<file path="src/rtl/aer_tx_arbiter.sv">
// rtl/aer_tx_arbiter.sv - spike/readback arbiter framing events onto a byte stream
module aer_tx_arbiter #(
    parameter int          FIFO_DEPTH = 16,
    parameter logic [7:0]  HDR_SPIKE  = 8'hF0,
    parameter logic [7:0]  HDR_RB     = 8'hF1
) (
    input  logic                          clk,
    input  logic                          rst_n,
    input  logic [7:0]                    aer_addr,
    input  logic                          aer_req,
    output logic                          aer_ack,
    input  logic [15:0]                   rb_data,
    input  logic                          rb_valid,
    output logic                          rb_ready,
    output logic [7:0]                    m_axis_tdata,
    output logic                          m_axis_tvalid,
    input  logic                          m_axis_tready,
    output logic [$clog2(FIFO_DEPTH):0]   fifo_level,
    output logic                          fifo_full
);

    localparam int PW = $clog2(FIFO_DEPTH);
    localparam int LW = PW + 1;

    localparam logic [LW-1:0] DEPTH_L = LW'(FIFO_DEPTH);
    localparam logic [LW-1:0] LVL_ONE = LW'(1);
    localparam logic [PW-1:0] PTR_ONE = PW'(1);

    // AER handshake states
    localparam logic A_IDLE = 1'b0;
    localparam logic A_WAIT = 1'b1;

    // Transmit framing states
    localparam logic [2:0] TX_IDLE     = 3'd0;
    localparam logic [2:0] TX_SPK_HDR  = 3'd1;
    localparam logic [2:0] TX_SPK_ADDR = 3'd2;
    localparam logic [2:0] TX_RB_HDR   = 3'd3;
    localparam logic [2:0] TX_RB_HI    = 3'd4;
    localparam logic [2:0] TX_RB_LO    = 3'd5;

    logic            a_state;
    logic [2:0]      tx_state;

    logic [7:0]      mem [FIFO_DEPTH];
    logic [PW-1:0]   wr_ptr;
    logic [PW-1:0]   rd_ptr;
    logic [LW-1:0]   level_next;

    logic [7:0]      spk_byte;
    logic [15:0]     rb_word;
    logic            last_grant_rb;

    logic            push;
    logic            pop;
    logic            spk_pend;
    logic            grant_spk;
    logic            grant_rb;

    // Push/pop strobes, round-robin grant and next FIFO occupancy
    always_comb begin
        push      = (a_state == A_IDLE) && aer_req && !fifo_full;
        spk_pend  = (fifo_level != '0);
        grant_spk = (tx_state == TX_IDLE) && spk_pend && (!rb_valid || last_grant_rb);
        grant_rb  = (tx_state == TX_IDLE) && rb_valid && (!spk_pend || !last_grant_rb);
        pop       = grant_spk;
        level_next = fifo_level;
        case ({push, pop})
            2'b10:   level_next = fifo_level + LVL_ONE;
            2'b01:   level_next = fifo_level - LVL_ONE;
            default: level_next = fifo_level;
        endcase
    end

    // 4-phase acknowledge: a full FIFO simply withholds ack, stalling the core
    always_ff @(posedge clk or negedge rst_n) begin
        if (!rst_n) begin
            a_state <= A_IDLE;
            aer_ack <= 1'b0;
        end else begin
            case (a_state)
                A_IDLE: begin
                    if (push) begin
                        aer_ack <= 1'b1;
                        a_state <= A_WAIT;
                    end
                end
                default: begin
                    if (!aer_req) begin
                        aer_ack <= 1'b0;
                        a_state <= A_IDLE;
                    end
                end
            endcase
        end
    end

    // Spike storage; contents need no reset because occupancy gates every read
    always_ff @(posedge clk) begin
        if (push) begin
            mem[wr_ptr] <= aer_addr;
        end
    end

    // FIFO pointers and occupancy flags, all updated on the push/pop edge
    always_ff @(posedge clk or negedge rst_n) begin
        if (!rst_n) begin
            wr_ptr     <= '0;
            rd_ptr     <= '0;
            fifo_level <= '0;
            fifo_full  <= 1'b0;
        end else begin
            if (push) begin
                wr_ptr <= wr_ptr + PTR_ONE;
            end
            if (pop) begin
                rd_ptr <= rd_ptr + PTR_ONE;
            end
            fifo_level <= level_next;
            fifo_full  <= (level_next == DEPTH_L);
        end
    end

    // Frame serialiser: each byte is held until accepted, frames never interleave
    always_ff @(posedge clk or negedge rst_n) begin
        if (!rst_n) begin
            tx_state      <= TX_IDLE;
            m_axis_tdata  <= 8'h00;
            m_axis_tvalid <= 1'b0;
            rb_ready      <= 1'b0;
            spk_byte      <= 8'h00;
            rb_word       <= 16'h0000;
            last_grant_rb <= 1'b1;
        end else begin
            rb_ready <= 1'b0;
            case (tx_state)
                TX_IDLE: begin
                    if (grant_spk) begin
                        spk_byte      <= mem[rd_ptr];
                        m_axis_tdata  <= HDR_SPIKE;
                        m_axis_tvalid <= 1'b1;
                        last_grant_rb <= 1'b0;
                        tx_state      <= TX_SPK_HDR;
                    end else if (grant_rb) begin
                        rb_word       <= rb_data;
                        rb_ready      <= 1'b1;
                        m_axis_tdata  <= HDR_RB;
                        m_axis_tvalid <= 1'b1;
                        last_grant_rb <= 1'b1;
                        tx_state      <= TX_RB_HDR;
                    end
                end
                TX_SPK_HDR: begin
                    if (m_axis_tready) begin
                        m_axis_tdata <= spk_byte;
                        tx_state     <= TX_SPK_ADDR;
                    end
                end
                TX_SPK_ADDR: begin
                    if (m_axis_tready) begin
                        m_axis_tvalid <= 1'b0;
                        tx_state      <= TX_IDLE;
                    end
                end
                TX_RB_HDR: begin
                    if (m_axis_tready) begin
                        m_axis_tdata <= rb_word[15:8];
                        tx_state     <= TX_RB_HI;
                    end
                end
                TX_RB_HI: begin
                    if (m_axis_tready) begin
                        m_axis_tdata <= rb_word[7:0];
                        tx_state     <= TX_RB_LO;
                    end
                end
                TX_RB_LO: begin
                    if (m_axis_tready) begin
                        m_axis_tvalid <= 1'b0;
                        tx_state      <= TX_IDLE;
                    end
                end
                default: begin
                    m_axis_tvalid <= 1'b0;
                    tx_state      <= TX_IDLE;
                end
            endcase
        end
    end

endmodule

</file>
<file path="config.mk">
export PLATFORM = sky130hd
export DESIGN_NAME = aer_tx_arbiter
export DESIGN_NICKNAME = d
export VERILOG_FILES = /design/src/rtl/aer_tx_arbiter.sv
export SDC_FILE = /design/constraint.sdc
export NUM_CORES = 1
export LEC_CHECK = 0
export CAP_MARGIN = 0
export CORE_MARGIN = 5
export CORE_UTILIZATION = 35
export CTS_CLUSTER_DIAMETER = 120
export CTS_CLUSTER_SIZE = 28
export DETAILED_ROUTE_END_ITERATION = 8
export GPL_ROUTABILITY_DRIVEN = 1
export MAX_ROUTING_LAYER = met4
export PLACE_DENSITY_LB_ADDON = 0.08
export RECOVER_POWER = 25
export SYNTH_ARGS = -nofsm -noshare
export SYNTH_HDL_FRONTEND = slang
export SYNTH_SLANG_ARGS = --single-unit
</file>
<file path="constraint.sdc">
create_clock -name clk -period 2.9 [get_ports clk]
set_input_delay 0.58 -clock clk [delete_from_list [all_inputs] [get_ports clk]]
set_output_delay 0.58 -clock clk [all_outputs]
set_load 0.05 [all_outputs]
</file>
==> impl_metrics.tcl <==
set metrics [dict create \
    reg2reg_to "fifo_full" \
    multiInputGateArea_um2 2260 \
    dr_wl_met2_um 7670 \
    required_ns 3.23 \
    vias 3973 \
    cts_hold_buffers 0 \
    grt_pass1_vias 4196 \
    dp_hpwl_um 10300 \
    io_buffers 45 \
    worstSetupStartpointType "register" \
    maxSlewHeadroom_pct -22.0 \
    path_cells "or3_4 -> or2_4 -> nand3_4 -> inv_2 -> ha_1 -> xor2_1 -> ha_1 -> and3b_1 -> o21ai_0 -> a21oi_1 -> xor2_1 -> nor4bb_2" \
    ys_seq_area_share_pct 68.7 \
    yosys-top-cells-area "edfxtp_1, dfrtp_1, mux4_2" \
    start_util_pct 35.8 \
    wl_per_cell_um 19.0 \
    cts_made_buffers 17 \
    cts_tree "done" \
    critPathKind "reg2reg" \
    finalMaxSlewViolations 33 \
    min_period_ns 2.75 \
    ir_worst_vdd_v 0.000409 \
    die_h_um 157 \
    cp.arrival_ns 3.09 \
    ys_types 47 \
    cts.sinks 182 \
    synthesis.instances 448 \
    h-tree-depth 4 \
    cts_buffer_depth 2 \
    fin_crit_sh_pct 95.0 \
    first_pass_iters 4 \
    end_kind "register" \
    crit-reg2reg-launch "fifo_level[2]" \
    leakage_uw 0.00329 \
    slowest_delay_ns 0.46 \
    yosys.area.top_type "edfxtp_1" \
    layout-drive-gt1-share_pct 27.1 \
    path_buf_inv 1 \
    syn-mean-instance-area_um2 16.9 \
    tightestPinTransition_ns 1.83 \
    synth-async-reset-ratio_pct 29.7 \
    routed_wl_um 15500 \
    drt_iter0_drc 155 \
    grt_antenna_before_repair 0 \
    synth_edf_count 128 \
    clk_latency_ns 0.43 \
    grt_pass1_wl_um 24700 \
    max_freq_mhz 363 \
    cp_slowest_cell "dfrtp_2" \
    wl_met3_um 545 \
    setup_violations 0 \
    nets 562 \
    skew_ns 0.0101 \
    place.gp.congestion 0.776 \
    r2r_slack_ns 0.15 \
    finalPower_uw 9300 \
    fill_cells 1896 \
    crit_path_max_fanout 8 \
    outcome "complete, but fails checks" \
    grt_max_degree 33 \
    die_w_um 157 \
    power.density_nw_per_um2 1020 \
    worstHoldPathCells 2 \
    path_delay_family "simple AND/OR/NAND/NOR gates" \
    yosys_warnings 0 \
    ant_nets 0 \
    overflow 0 \
    synth_nets 485 \
    ff2ff_path_depth 12 \
    ys_ff_latch 182 \
    grt_usage_pct 13.8 \
    placed_cell_area_um2 8540 \
    synth_top_flop_cell "edfxtp_1" \
    worstHoldStart "spk_byte[2]" \
    drv_cap 1 \
    root_buffer "clkbuf_16" \
    ios 46 \
    fin_area_um2 9130 \
    rows 53 \
    wl_met1_um 7070 \
    rsz0062_at_grt "no" \
    path_clk_slew_ns 0.07 \
    hold_viol 0 \
    routed.top_layer "met4" \
    viasPerCell 4.88 \
    dieArea_um2 24700 \
    drcViolationCount 0 \
    min_path_type "reg2reg" \
    placeableCoreArea_um2 21200 \
    hold_end "spk_byte[2]" \
    synth.top_cell.area_share_pct 50.8 \
    failed_checks "max-capacitance violations, max-slew violations" \
    ff_latch_area_um2 5200 \
    netlist_area_um2 7560 \
    areaGrowthSynthToFinish_pct 20.7 \
]
area by class of cell:
cell class	count	share of cell area (%)
repair buffers	78	7.77
clock buffers	18	4.93
inverters	8	0.329
multi-input cells	238	24.7
diodes	1	0.0274
well taps	275	3.77
flip-flops and latches	182	57.0
clock inverters	14	1.47
flip-flops by register name, indices dropped and copies added, names as in the netlist, 3 cells and up:
| name | flops |
|---|---|
| fifo_level | 5 |
| spk_byte | 8 |
| rb_word | 16 |
| m_axis_tdata | 8 |
| rd_ptr | 4 |
| wr_ptr | 4 |
| mem | 128 |
| tx_state | 3 |
cell families (layout without fill, tap and decap cells):
kind of cell,after synthesis,in the layout,share of synthesized area [%]
flops,182,182,68.7
simple gates,90,90,6.20
mux,81,81,17.2
compound gates,46,46,3.42
buf+inv,28,118,1.69
xor+xnor,13,13,1.51
fa+ha+maj,8,8,1.32
other cells,0,1,0
synthesized netlist by cell type, types with 8 or more instances:
cell type    n
nor2_1      25
a21oi_1     11
buf_2        9
ha_1         8
nand2_1     32
dfrtp_1     53
mux2_4       9
o21ai_0     24
mux2i_1     16
edfxtp_1   128
mux4_2      33
mux2_2      23
worst reg2reg max path, delay by kind of cell (launching register included):
| family | cells | cell delay [ns] |
|---|---|---|
| and+or+nand+nor | 5 | 1.18 |
| AOI/OAI and AO/OA | 2 | 0.23 |
| adders and majority gates | 2 | 0.40 |
| DFF | 1 | 0.46 |
| xor gates and xnor gates | 2 | 0.34 |
| buffers and inverters | 1 | 0.04 |
where the power goes:
group | internal [µW] | switching [µW] | total (µW)
Combinational | 1620 | 1700 | 3320
Sequential | 3270 | 452 | 3720
Clock | 1190 | 1060 | 2250
worst max-delay path by stage:
stage                  start        end  slack [ns]  depth (start not counted)
2_1_floorplan  fifo_level[2]  fifo_full        0.02                         13
3_3_place_gp         aer_req  fifo_full        0.08                         11
3_5_place_dp         aer_req  fifo_full       -0.03                         11
4_1_cts        fifo_level[2]  fifo_full        0.12                         12
5_1_grt        fifo_level[2]  fifo_full       0.006                         12
6_report       fifo_level[2]  fifo_full        0.15                         12
per-stage QoR:
stage               worst slack [ns]  hold slack, ns  setup TNS [ns]  utilization, %  std cells
finish                         0.146           0.484               0            43.2        814
detailed placement           -0.0294           0.478         -0.0294            40.4        780
global placement              0.0820           0.470               0            40.4        780
CTS                            0.121           0.246               0            43.1        812
global route                 0.00570           0.527               0            43.1        813
floorplan                     0.0172           0.284               0               -        448
cell usage in the layout, fill, tap and decap left out, drive strengths merged, types with 2 or more instances in the layout:
cell type      instances
a21oi                 12
and3b                  2
buf                   31
clkbuf                21
clkdlybuf4s50         38
clkinv                 6
dfrtp                 53
dlygate4sd3            6
edfxtp               128
ha                     8
inv                   15
mux2                  32
mux2i                 16
mux4                  33
nand2                 33
nand2b                 7
nand3                  3
nand4                  2
nor2                  25
nor2b                  4
nor3                   8
o21ai                 24
o21bai                 2
o31ai                  2
or2                    2
xnor2                  7
xor2                   6
what timing repair did:
item,CTS,global route
resized for setup,0,1
setup endpoints to repair,0,1
setup buffers,0,1
per-layer routing:
| layer | up-vias | global-route usage, % |
|---|---|---|
| li1 | 1861 | - |
| met1 | 2036 | 17.7 |
| met2 | 62 | 22.5 |
| met3 | 14 | 2.61 |
| met4 | 0 | 4.34 |
| met5 | - | - |
(Power assumes the default switching activity.)
